File: config.mk
export PLATFORM = sky130hd
export DESIGN_NAME = jpeg_data_reader_flat
export DESIGN_NICKNAME = d
export VERILOG_FILES = /design/src/rtl/jpeg_rd_pkg.sv /design/src/rtl/jpeg_data_reader_if.sv /design/src/rtl/jpeg_rd_skid_fifo.sv /design/src/rtl/jpeg_data_reader.sv /design/src/flat_wrapper.sv
export SDC_FILE = /design/constraint.sdc
export NUM_CORES = 1
export LEC_CHECK = 0
export ABC_AREA = 0
export CAP_MARGIN = 40
export CORE_ASPECT_RATIO = 1.75
export CORE_UTILIZATION = 46
export CTS_BUF_LIST = sky130_fd_sc_hd__clkbuf_8
export CTS_CLUSTER_DIAMETER = 150
export DETAILED_ROUTE_END_ITERATION = 7
export PLACE_DENSITY = 0.7
export SLEW_MARGIN = 25
export SYNTH_ARGS = -nofsm -noshare
export SYNTH_HDL_FRONTEND = slang
export SYNTH_SLANG_ARGS = --single-unit
File: constraint.sdc
create_clock -name clk -period 8.05 [get_ports clk]
set_input_delay 1.61 -clock clk [delete_from_list [all_inputs] [get_ports clk]]
set_output_delay 1.61 -clock clk [all_outputs]
set_load 0.02 [all_outputs]
File: src/rtl/jpeg_rd_pkg.sv
// Shared types and marker constants for the JPEG frame-memory reader.
package jpeg_rd_pkg;

  typedef enum logic [1:0] {
    StIdle,
    StFetch,
    StDrain
  } state_e;

  localparam logic [7:0] JPEG_MARK = 8'hFF;
  localparam logic [7:0] JPEG_EOI  = 8'hD9;

endpackage

File: src/rtl/jpeg_data_reader_if.sv
// Control, RAM read port and byte-stream signals of the JPEG reader.
interface jpeg_data_reader_if #(
  parameter int unsigned ADDR_W = 17
);
  logic              start;
  logic [ADDR_W-1:0] len;
  logic              rd_en;
  logic [ADDR_W-1:0] addr;
  logic [7:0]        mem_data;
  logic              out_valid;
  logic [7:0]        out_data;
  logic              out_ready;
  logic              busy;
  logic              done;

  // master: the reader; slave: host/RAM side
  modport master (
    input  start, len, mem_data, out_ready,
    output rd_en, addr, out_valid, out_data, busy, done
  );

  modport slave (
    output start, len, mem_data, out_ready,
    input  rd_en, addr, out_valid, out_data, busy, done
  );
endinterface

File: src/rtl/jpeg_rd_skid_fifo.sv
// Two-entry byte FIFO absorbing the RAM read latency; flush wins over push/pop.
module jpeg_rd_skid_fifo (
  input  logic       clk,
  input  logic       reset_n,
  input  logic       push_i,
  input  logic       pop_i,
  input  logic       flush_i,
  input  logic [7:0] data_i,
  output logic [1:0] count_o,
  output logic [7:0] head_o
);

  logic [7:0] mem_q [2];
  logic       wr_ptr_q, wr_ptr_d;
  logic       rd_ptr_q, rd_ptr_d;
  logic [1:0] count_q, count_d;

  always_comb begin
    wr_ptr_d = wr_ptr_q;
    rd_ptr_d = rd_ptr_q;
    count_d  = count_q;
    if (flush_i) begin
      wr_ptr_d = 1'b0;
      rd_ptr_d = 1'b0;
      count_d  = 2'd0;
    end else begin
      if (push_i) wr_ptr_d = ~wr_ptr_q;
      if (pop_i)  rd_ptr_d = ~rd_ptr_q;
      count_d = count_q + {1'b0, push_i} - {1'b0, pop_i};
    end
  end

  always_ff @(posedge clk or negedge reset_n) begin
    if (!reset_n) begin
      for (int i = 0; i < 2; i++) mem_q[i] <= 8'h00;
      wr_ptr_q <= 1'b0;
      rd_ptr_q <= 1'b0;
      count_q  <= 2'd0;
    end else begin
      if (push_i && !flush_i) mem_q[wr_ptr_q] <= data_i;
      wr_ptr_q <= wr_ptr_d;
      rd_ptr_q <= rd_ptr_d;
      count_q  <= count_d;
    end
  end

  assign count_o = count_q;
  assign head_o  = mem_q[rd_ptr_q];

endmodule

File: src/rtl/jpeg_data_reader.sv
// Streams len bytes from frame memory address 0 upward onto a valid/ready byte
// stream, optionally stopping once an FF D9 end-of-image pair has been delivered.
module jpeg_data_reader
  import jpeg_rd_pkg::*;
#(
  parameter int unsigned ADDR_W   = 17,
  parameter int unsigned EOI_STOP = 1
) (
  input  logic                clk,
  input  logic                reset_n,
  jpeg_data_reader_if.master  bus
);

  state_e            state_q, state_d;
  logic [ADDR_W-1:0] len_q, len_d;
  logic [ADDR_W-1:0] issued_q, issued_d;
  logic [ADDR_W-1:0] issued_inc;
  logic              inflight_q, inflight_d;
  logic              mark_q, mark_d;
  logic              zdone_q, zdone_d;

  logic [1:0] fifo_count;
  logic [7:0] fifo_head;
  logic       out_valid;
  logic       pop;
  logic       push;
  logic       eoi_hit;
  logic       issue;
  logic [2:0] occ;

  assign out_valid  = (fifo_count != 2'd0);
  assign pop        = out_valid && bus.out_ready;
  // FF followed by D9 on the stream: stop issuing and drop everything not yet delivered
  assign eoi_hit    = (EOI_STOP != 0) && pop && mark_q && (fifo_head == JPEG_EOI);
  assign push       = inflight_q && !eoi_hit;
  assign occ        = {1'b0, fifo_count} + {2'b00, inflight_q};
  assign issued_inc = issued_q + 1'b1;
  assign issue      = (state_q == StFetch) && (issued_q < len_q) &&
                      (occ < (3'd2 + {2'b00, pop})) && !eoi_hit;

  jpeg_rd_skid_fifo u_fifo (
    .clk     (clk),
    .reset_n (reset_n),
    .push_i  (push),
    .pop_i   (pop),
    .flush_i (eoi_hit),
    .data_i  (bus.mem_data),
    .count_o (fifo_count),
    .head_o  (fifo_head)
  );

  always_comb begin
    state_d    = state_q;
    len_d      = len_q;
    issued_d   = issued_q;
    inflight_d = issue;
    mark_d     = mark_q;
    zdone_d    = 1'b0;

    if (pop) mark_d = (fifo_head == JPEG_MARK);

    unique case (state_q)
      StIdle: begin
        if (bus.start) begin
          if (bus.len != '0) begin
            state_d  = StFetch;
            len_d    = bus.len;
            issued_d = '0;
            mark_d   = 1'b0;
          end else begin
            zdone_d = 1'b1;
          end
        end
      end
      StFetch: begin
        if (issue) begin
          issued_d = issued_inc;
          if (issued_inc == len_q) state_d = StDrain;
        end
        if (eoi_hit) state_d = StDrain;
      end
      StDrain: begin
        if ((fifo_count == 2'd0) && !inflight_q) state_d = StIdle;
      end
      default: state_d = StIdle;
    endcase
  end

  always_ff @(posedge clk or negedge reset_n) begin
    if (!reset_n) begin
      state_q    <= StIdle;
      len_q      <= '0;
      issued_q   <= '0;
      inflight_q <= 1'b0;
      mark_q     <= 1'b0;
      zdone_q    <= 1'b0;
    end else begin
      state_q    <= state_d;
      len_q      <= len_d;
      issued_q   <= issued_d;
      inflight_q <= inflight_d;
      mark_q     <= mark_d;
      zdone_q    <= zdone_d;
    end
  end

  assign bus.rd_en     = issue;
  assign bus.addr      = issued_q;
  assign bus.out_valid = out_valid;
  assign bus.out_data  = fifo_head;
  assign bus.busy      = (state_q != StIdle);
  assign bus.done      = ((state_q == StDrain) && (fifo_count == 2'd0) && !inflight_q) || zdone_q;

endmodule

File: src/flat_wrapper.sv
// flat-port wrapper written by rule: the top's interface ports become plain ports
module jpeg_data_reader_flat import jpeg_rd_pkg::*;
#(
  parameter int unsigned ADDR_W   = 17,
  parameter int unsigned EOI_STOP = 1
)
  (clk, reset_n, bus_start, bus_len, bus_mem_data, bus_out_ready, bus_rd_en, bus_addr, bus_out_valid, bus_out_data, bus_busy, bus_done);
  jpeg_data_reader_if #(.ADDR_W(ADDR_W)) bus_i ();
  input  logic clk;
  input  logic reset_n;
  input wire logic [$bits(bus_i.start)-1:0] bus_start;
  input wire logic [$bits(bus_i.len)-1:0] bus_len;
  input wire logic [$bits(bus_i.mem_data)-1:0] bus_mem_data;
  input wire logic [$bits(bus_i.out_ready)-1:0] bus_out_ready;
  output wire logic [$bits(bus_i.rd_en)-1:0] bus_rd_en;
  output wire logic [$bits(bus_i.addr)-1:0] bus_addr;
  output wire logic [$bits(bus_i.out_valid)-1:0] bus_out_valid;
  output wire logic [$bits(bus_i.out_data)-1:0] bus_out_data;
  output wire logic [$bits(bus_i.busy)-1:0] bus_busy;
  output wire logic [$bits(bus_i.done)-1:0] bus_done;
  assign bus_i.start = bus_start;
  assign bus_i.len = bus_len;
  assign bus_i.mem_data = bus_mem_data;
  assign bus_i.out_ready = bus_out_ready;
  assign bus_rd_en = bus_i.rd_en;
  assign bus_addr = bus_i.addr;
  assign bus_out_valid = bus_i.out_valid;
  assign bus_out_data = bus_i.out_data;
  assign bus_busy = bus_i.busy;
  assign bus_done = bus_i.done;
  jpeg_data_reader #(.ADDR_W(ADDR_W), .EOI_STOP(EOI_STOP)) u_core (.clk(clk), .reset_n(reset_n), .bus(bus_i));
endmodule
==> flow_summary.ini, run 1 <==
[outcome]
status = finished, final reports clean

[clocking]
cts_setup_buffers = 0
cts_tree = built
clk_latency_ns = 0.34
cts.sinks = 59
cts_resized = 0
cts.htree.levels = 3
cts.hold.buffers_added = 0
clockBufferDepth = 2
cts_buffers = 9
path_clk_slew_ns = 0.06
cts_root_buffer = clkbuf_8

[worst_setup_path]
cp-start-kind = input pin
timing.rr.start = u_core.u_fifo.rd_ptr_q
crit_arrival_ns = 4.22
crit_type = input pin to output pin
crit_end = bus_rd_en
worst_ep_required_time_ns = 6.44
worst-path-buf-inv = 3
regToRegSetupSlack_ns = 4.87
rr_endpoint = u_core.state_q[1]
critPathSlowestCell = clkdlybuf4s50_1
max_stage_delay_ns = 0.57
startpoint = bus_out_ready
endpoint_kind = output pin
reg2regPathDepth = 7
cp_top_family = buffers and inverters
crit_path_frequent_cell = clkdlybuf4s50_1
cp.depth = 7
path_max_fanout = 17
worstPathCellList = clkdlybuf4s50_1 > nand2_1 > a2111oi_4 > nand2b_1 > or3_1 > inv_1 > clkdlybuf4s50_1

[power_and_ir_drop]
clockPowerShare_pct = 15.7
intPower_uw = 861
p_leak_nw = 1.91
vdd_ir_drop_max_uv = 206
comb_power_share_pct = 48.0
power_density_nw_per_um2 = 326
swShare_pct = 40.3
seqPwrFrac_pct = 36.2
switching_power_uw = 582

[sta]
period_share_pct = 72.4
fmax_mhz = 172
slew_headroom_pct = 49.2
rsz0062_at_grt = false
post-route-min-period_ns = 5.83
final-setup-viol-count = 0
tightest_slew_ns = 0.760
fin_skew_ns = 0.00856
setup_tns_ns = 0
slew_viol_final = 0
hold_viol_final = 0

[die]
core_um2 = 7620
rows = 42
pin_count = 58
start_util_pct = 47.7
die-area_um2 = 8270
die_x_um = 69.2
die_y_um = 120

[logic_synthesis]
ys.flop_type = dfrtp_1
synth_area_um2 = 3630
synthDistinctLibCells = 48
synth_top_area_share_pct = 40.6
synth-edff-count = 0
synth.most_common_cell = dfrtp_1
synthTopCellsByArea = dfrtp_1 41%, mux2_2 12%, ha_1 7.6%
yosysTopAreaCell = dfrtp_1
yosysSeqAreaShare_pct = 40.6
async_flop_share_pct = 100
synth_area_per_cell_um2 = 10.1
ys_warn_count = 0
syn_nets = 410
ys_ff_latch = 59
synth_commonest_cells = 59 x dfrtp_1, 39 x mux2_2, 25 x o21ai_0, 24 x inv_1, 22 x ha_1
synthCells = 359

[place]
io_buffer_count = 57
dp_hpwl_um = 6600
gp_congestion = 0.866
postPlaceCellArea_um2 = 4250

[drt]
first_pass_iters = 4
ant_nets = 0
wl_um = 8650
num_vias = 2926
via_per_inst = 5.78
drc = 0
drt_iter0_markers = 167
wire_per_inst_um = 17.1

[cells_and_area]
antenna_cells = 0
postLayoutCellArea_um2 = 4430
drive_above_1_share_pct = 13.9
nNetsFinal = 465
area_growth_pct = 22.0
nFillCells = 665

[worst_hold_path]
hold_class = register to register
hold_path.startpoint = u_core.u_fifo.mem_q[5]

[grt]
grt_max_degree = 60
antenna_found_initial = 0
grt_overflow = 0
grt_first_pass_wirelength_um = 14500
grt_pass1_vias = 3029
grtUsageTotal_pct = 22.8

[job]
drv_cap = 0
## power by group through the flow
stage,Clock (mW),Combinational [mW],Sequential [mW]
after detailed placement,0,0.697,0.528
after global routing,0.246,0.769,0.539
after global placement,0,0.685,0.521
final,0.227,0.693,0.523
after floorplan,0,0.511,0.487
after CTS,0.233,0.703,0.523
## placed cells by master, fill, tap and decap left out, types with 5 or more instances in the layout
cell,instances
dfrtp_1,59
clkdlybuf4s50_1,56
mux2_2,39
inv_1,26
o21ai_0,25
ha_1,22
xnor2_1,21
nor2_1,20
nand2_1,16
nand3_1,13
o31ai_1,10
clkbuf_8,10
xor2_1,9
nand4_1,8
a21oi_1,8
nor2b_1,7
nor3_1,6
nand2b_1,5
nor4_1,5
a31oi_1,5
## final cells by class
class                      instances  area, um^2  share of cell area, %
clock inverter                     5        22.5                  0.508
multi-input combinational        260        1990                   44.8
tap                               88         110                   2.48
clock buffer                      10         138                   3.11
sequential                        59        1480                   33.3
inverter                          24        90.1                   2.03
timing repair buffer              60         608                   13.7
## through the flow
| stage | util [%] | setup slack, ns | instances | power [mW] | hold slack (ns) |
|---|---|---|---|---|---|
| finish | 58.2 | 2.22 | 506 | 1.44 | 0.506 |
| global route | 58.2 | 2.02 | 506 | 1.55 | 0.530 |
| CTS | 57.9 | 2.21 | 505 | 1.46 | 0.509 |
| detailed placement | 55.8 | 2.21 | 490 | 1.23 | 0.494 |
| global placement | 55.6 | 2.25 | 489 | 1.21 | 0.486 |
| floorplan | - | 3.54 | 359 | 0.998 | 0.473 |
## worst min path at each step
stage                                         to  slack [ns]  depth (start not counted)
final                     u_core.u_fifo.mem_q[5]        0.51                          1
after floorplan           u_core.u_fifo.mem_q[8]        0.47                          1
after global routing      u_core.u_fifo.mem_q[5]        0.53                          1
after global placement    u_core.u_fifo.mem_q[8]        0.49                          1
after CTS                 u_core.u_fifo.mem_q[5]        0.51                          1
after detailed placement  u_core.u_fifo.mem_q[5]        0.49                          1
## cells by family after synthesis
logic type               count (synthesis)  share of synthesized area (%)
AND/OR/NAND/NOR                         97                           14.1
AO/OA/AOI/OAI                           71                           13.4
flip-flops                              59                           40.6
buffers and inverters                   40                           4.65
multiplexers                            40                           12.4
XOR/XNOR                                30                           7.23
adder cells (fa/ha/maj)                 22                           7.58
## worst register-to-register path, stage by stage (launching register included)
cell and delay (ns):
dfrtp_1 0.66, mux2_2 0.44, a211o_1 0.32, a2111oi_4 0.39, nand2b_1 0.20, or3_1 0.54, and4b_1 0.30, a211o_1 0.22
## registers in the layout, summed over array words and instances (netlist names)
signal,count
u_core.bus.addr,17
u_core.mark_q,1
u_core.u_fifo.rd_ptr_q,1
u_core.u_fifo.mem_q,16
u_core.zdone_q,1
u_core.u_fifo.wr_ptr_q,1
u_core.u_fifo.count_o,2
u_core.inflight_q,1
u_core.state_q,2
u_core.len_q,17
## layer usage
layer	part of all wire, %	wire length [um]	GRT usage, %
met1	37	3200	24.1
met2	55	4780	41.7
met5	0	0	0
met3	4.0	344	4.70
met4	3.8	330	12.0
Note: power is estimated with default switching activity, not from simulation.
==> inputs of run 2 (changes only) <==
--- a/config.mk
+++ b/config.mk
@@ -12,7 +12,7 @@
 export CTS_BUF_LIST = sky130_fd_sc_hd__clkbuf_8
 export CTS_CLUSTER_DIAMETER = 150
 export DETAILED_ROUTE_END_ITERATION = 7
-export PLACE_DENSITY = 0.7
+export PLACE_DENSITY = 0.73
 export SLEW_MARGIN = 25
 export SYNTH_ARGS = -nofsm -noshare
 export SYNTH_HDL_FRONTEND = slang
==> constraint.sdc (replaced) <==
create_clock -name clk -period 5.06 [get_ports clk]
set_input_delay 1.012 -clock clk [delete_from_list [all_inputs] [get_ports clk]]
set_output_delay 1.012 -clock clk [all_outputs]
set_load 0.02 [all_outputs]
==> flow_summary.ini, run 2 (same netlist as run 1, synthesis figures left out) <==
[cells_and_area]
multiInputGateArea_um2 = 1990
nNetsFinal = 467
layout_commonest_cell = dfrtp_1
layout.cells.non_filler = 509
seq_area_um2 = 1480
post-route-util_pct = 59.2
final_cell_mix = 59 x dfrtp_1, 56 x clkdlybuf4s50_1, 39 x mux2_2, 25 x inv_1, 25 x o21ai_0
postLayoutCellArea_um2 = 4510
drive_above_1_share_pct = 14.7
antenna_cells = 0
nFillCells = 667
area_growth_pct = 24.2

[power_and_ir_drop]
power_density_nw_per_um2 = 544
power.total_mw = 2.45
vdd_ir_drop_max_uv = 442
p_leak_nw = 1.94

[sta]
fin_ws_ns = 0.943
tightest_slew_ns = 0.757
fmax_mhz = 243
slew_viol_final = 0
holdWs_ns = 0.512
final-setup-viol-count = 0
post-route-min-period_ns = 4.12
slew_headroom_pct = 49.4
rsz0062_at_grt = false
fin_skew_ns = 0.0116
period_share_pct = 81.4
hold_viol_final = 0
setup_tns_ns = 0

[clocking]
cts_resized = 0
clk_latency_ns = 0.35
cts_tree = built
cts.hold.buffers_added = 0
cts.htree.levels = 3
cts_buffers = 9
path_clk_slew_ns = 0.06
cts_setup_buffers = 0
cts_root_buffer = clkbuf_8
cts.sinks = 59
clockBufferDepth = 2

[place]
gp_congestion = 0.859
pre_cts_slack_ns = 0.922
placed_cells = 491
io_buffer_count = 57
postPlaceCellArea_um2 = 4250
dp_hpwl_um = 6640

[grt]
grt_max_degree = 60
grtUsageTotal_pct = 22.7
grt_overflow = 0
grt_first_pass_wirelength_um = 14700
grt_pass1_vias = 3068
antenna_found_initial = 0

[die]
core_um2 = 7620
die-area_um2 = 8270
die_y_um = 120
die_x_um = 69.2
rows = 42
start_util_pct = 47.7
pin_count = 58

[drt]
drc = 0
wire_per_inst_um = 17.4
via_per_inst = 5.80
first_pass_iters = 5
ant_nets = 0
wl_um = 8870
drt_iter0_markers = 196
num_vias = 2950

[worst_setup_path]
worst-path-buf-inv = 3
worstPathCellList = clkdlybuf4s50_1 > nand2_1 > a2111oi_4 > nand2b_1 > or3_1 > inv_1 > clkdlybuf4s50_1
cp_top_family = buffers and inverters
crit_arrival_ns = 3.11
endpoint_kind = output pin
worst_ep_required_time_ns = 4.05
crit_type = input pin to output pin
path_max_fanout = 8
cp-start-kind = input pin
max_stage_delay_ns = 0.55
critPathSlowestCell = a2111oi_4
reg2regPathDepth = 7
cp.depth = 7
crit_path_frequent_cell = clkdlybuf4s50_1

[job]
drv_cap = 0

[worst_hold_path]
hold_class = register to register
whs_path_depth = 1

[outcome]
status = finished, final reports clean
-- run 2: cell count changes in the layout (fill, tap and decap cells not counted), sizes merged --
cell,before,now
bufinv,0,2
clkbuf,10,12
clkinv,3,1
buf,4,5
clkinvlp,0,1
inv,26,25
-- run 2: cell type report --
| type | instances | area share [%] |
|---|---|---|
| clock buffer | 11 | 3.36 |
| tap | 88 | 2.44 |
| sequential | 59 | 32.7 |
| clock inverter | 5 | 1.69 |
| inverter | 24 | 2.00 |
| timing repair buffer | 62 | 13.8 |
| multi-input combinational | 260 | 44.0 |
-- run 2: final timing paths --
check	startpoint	slack [ns]	to
max	bus_out_ready	0.94	bus_rd_en
min	u_core.u_fifo.mem_q[8]	0.51	u_core.u_fifo.mem_q[8]
max reg2reg	u_core.u_fifo.rd_ptr_q	2.07	u_core.bus.addr[11]
min reg2reg	u_core.u_fifo.mem_q[8]	0.51	u_core.u_fifo.mem_q[8]
max in group asynchronous	reset_n	4.02	u_core.u_fifo.count_o[0]
min in group asynchronous	reset_n	0.56	u_core.u_fifo.mem_q[9]
-- run 2: worst reg2reg max path, cell delays in order (launching register included) --
cell       delay (ns)
dfrtp_1          0.65
mux2_2           0.42
a211o_1          0.32
a2111oi_4        0.39
nand2b_1         0.20
o31a_1           0.62
o21ai_0          0.19
o41ai_1          0.10
-- run 2: where the power goes --
group / switching (mW) / leakage [nW] / internal (mW)
logic: 0.567 / 1.09 / 0.560
clock network: 0.192 / 0.117 / 0.301
registers: 0.196 / 0.730 / 0.639
total: 0.955 / 1.94 / 1.50
-- run 2: routing by layer --
| metal | vias up | routed length (um) | track usage (%) |
|---|---|---|---|
| met5 | - | 0 | 0 |
| met4 | 0 | 323 | 11.5 |
| met3 | 25 | 412 | 4.95 |
| met2 | 90 | 4860 | 41.1 |
| met1 | 1426 | 3270 | 24.3 |
| li1 | 1409 | - | - |
==> RTL edit, RTL diff (settings of run 2) <==
Encoding of `state_e`: now one-hot (3 bits for 3 states).
--- a/src/rtl/jpeg_rd_pkg.sv
+++ b/src/rtl/jpeg_rd_pkg.sv
@@ -1,10 +1,10 @@
 // Shared types and marker constants for the JPEG frame-memory reader.
 package jpeg_rd_pkg;
 
-  typedef enum logic [1:0] {
-    StIdle,
-    StFetch,
-    StDrain
+  typedef enum logic [2:0] {
+    StIdle  = 3'b001,
+    StFetch = 3'b010,
+    StDrain = 3'b100
   } state_e;
 
   localparam logic [7:0] JPEG_MARK = 8'hFF;
Check against the original RTL: same outputs for any inputs over 4 cycles, from zero or initial values and one cycle with reset_n low; so few cycles prove little.
==> RTL edit against run 2 <==
  * Setup slack got worse by 190 ps
  * Routed wire length grew 5.9%
  * Clock skew shrank 2.9 ps
  * Largest power group unchanged
  * Count of clock-buffer cells in the layout down 2
  * Sequential cell count grew 1
  * Total power fell by 7.7%
  * Die area increased by 2.4%
  * Synthesized area grew 2.4%
  * Design area is 1.2% higher
==> RTL edit: results (changes against run 2) <==
Pwr
  • Leak pwr: 0.00199 uW (+2.5%)
  • Sw Share: 38.5% (-0.36 points)
  • Comb. pwr: 1030 uW (-9%)
  • Peak VDD IR: 0.212 mV (-52%)
  • Sequential power: 822 uW (-2%)

Routing
  • Vias: 3,050 (+3.4%)
  • Met3 WL: 286 um (-31%)
  • WL met2: 5300 um (+9.0%)
  • Post-DR vias/cell: 5.87 (+1.2%)
  • Antenna Nets Post-Route: 0 (unchanged)
  • WL/cell: 18.1 um (+3.7%)
  • Initial drt markers: 105 (-46%)
  • M1 wire length: 3400 um (+3.9%)

GRT
  • First-pass GRT wire length: 15,200 um (+3.9%)
  • GR Util met2: 43.8% (+2.7 points)
  • Met1 Resource Use GR: 23.9% (-0.40 points)
  • Overall global routing resource usage: 23.5% (+0.83 points)
  • GRT met3 Usage: 2.91% (-2.0 points)
  • Largest net degree at the start of global routing: 52 (-13%)

Worst setup path
  • R2R Setup Slk: 2180 ps (+110 ps)
  • Worst R2R Start: u_core.u_fifo.rd_ptr_q
  • Reg-to-Reg End: u_core.u_fifo.count_o[1]
  • Slowest CP cell: clkdlybuf4s50_1
  • Reg2Reg Depth: 10 (+3)
  • CP max FO: 14 (+6)
  • Critical Path AT: 3300 ps (+190 ps)
  • Crit path largest cell delay: 610 ps (+60 ps)

Place
  • Post-DP Area: 4370 um^2 (+2.9%)
  • Post-DP HPWL: 7020 um (+5.8%)
  • GPL Wtd Cong: 0.875 (+1.8%)
  • Worst slack at placement: 739 ps (-184 ps)

Cells and area
  • Layout cells sized above 1: 18.8% (+4.1 points)
  • Final net count: 476 (+1.9%)

STA
  • Layout Skew: 8.76 ps (-2.89 ps)
  • Slew @ Worst Pin: 677 ps (-79.7 ps)
  • Final worst-path cycle share: 85.2% (+3.9 points)

Synth
  • Largest cells by area after synthesis: dfrtp_1 40%, mux2_2 12%, ha_1 7.4%
  • Post-synthesis xor/xnor area fraction: 6.39% (-0.85 points)
  • Sequential area share after synthesis: 40.4% (-0.26 points)
  • Post-synthesis mux area share: 12.7% (+0.31 points)
  • Synthesized netlist cell count: 363 (+1.1%)
  • Synth Net Count: 414 (+0.98%)
  • Synth Area in Compound Gates: 14.3% (+0.82 points)
  • Top cell types by occurrence after synthesis: 59 x dfrtp_1, 41 x mux2_2, 25 x inv_1

Hold path
  • HP Class: input pin to asynchronous set/reset pin

Outcome
  • Status: completed
[RTL edit: cell count changes after synthesis, moves of 3 or more]
cell / change
nor2_1: +3
buf_2: -8
nor3_2: +3
a21oi_1: +3
nor2b_1: -3
o21ai_1: +8
xnor2_1: -4
[RTL edit: final cells by class]
class	count	area (um^2)
inverters	25	93.8
fillers	720	3290
clock inverters	7	58.8
well taps	90	113
flip-flops and latches	60	1500
clock buffers	9	124
repair buffers	61	599
multi-input cells	268	2080
[RTL edit: logic make-up after synthesis]
family          after synthesis
compound gates               79
xor+xnor                     25
fa+ha+maj                    22
buf+inv                      35
flops                        60
mux                          42
simple gates                100
[RTL edit: worst reg2reg max path, delay by kind of cell, from the launching register on]
kind / cells / cell delay, ps
xor gates and xnor gates: 2 / 320
AOI/OAI and AO/OA: 2 / 600
DFF: 1 / 630
buffers and inverters: 1 / 60
adders and majority gates: 2 / 400
and+or+nand+nor: 3 / 760
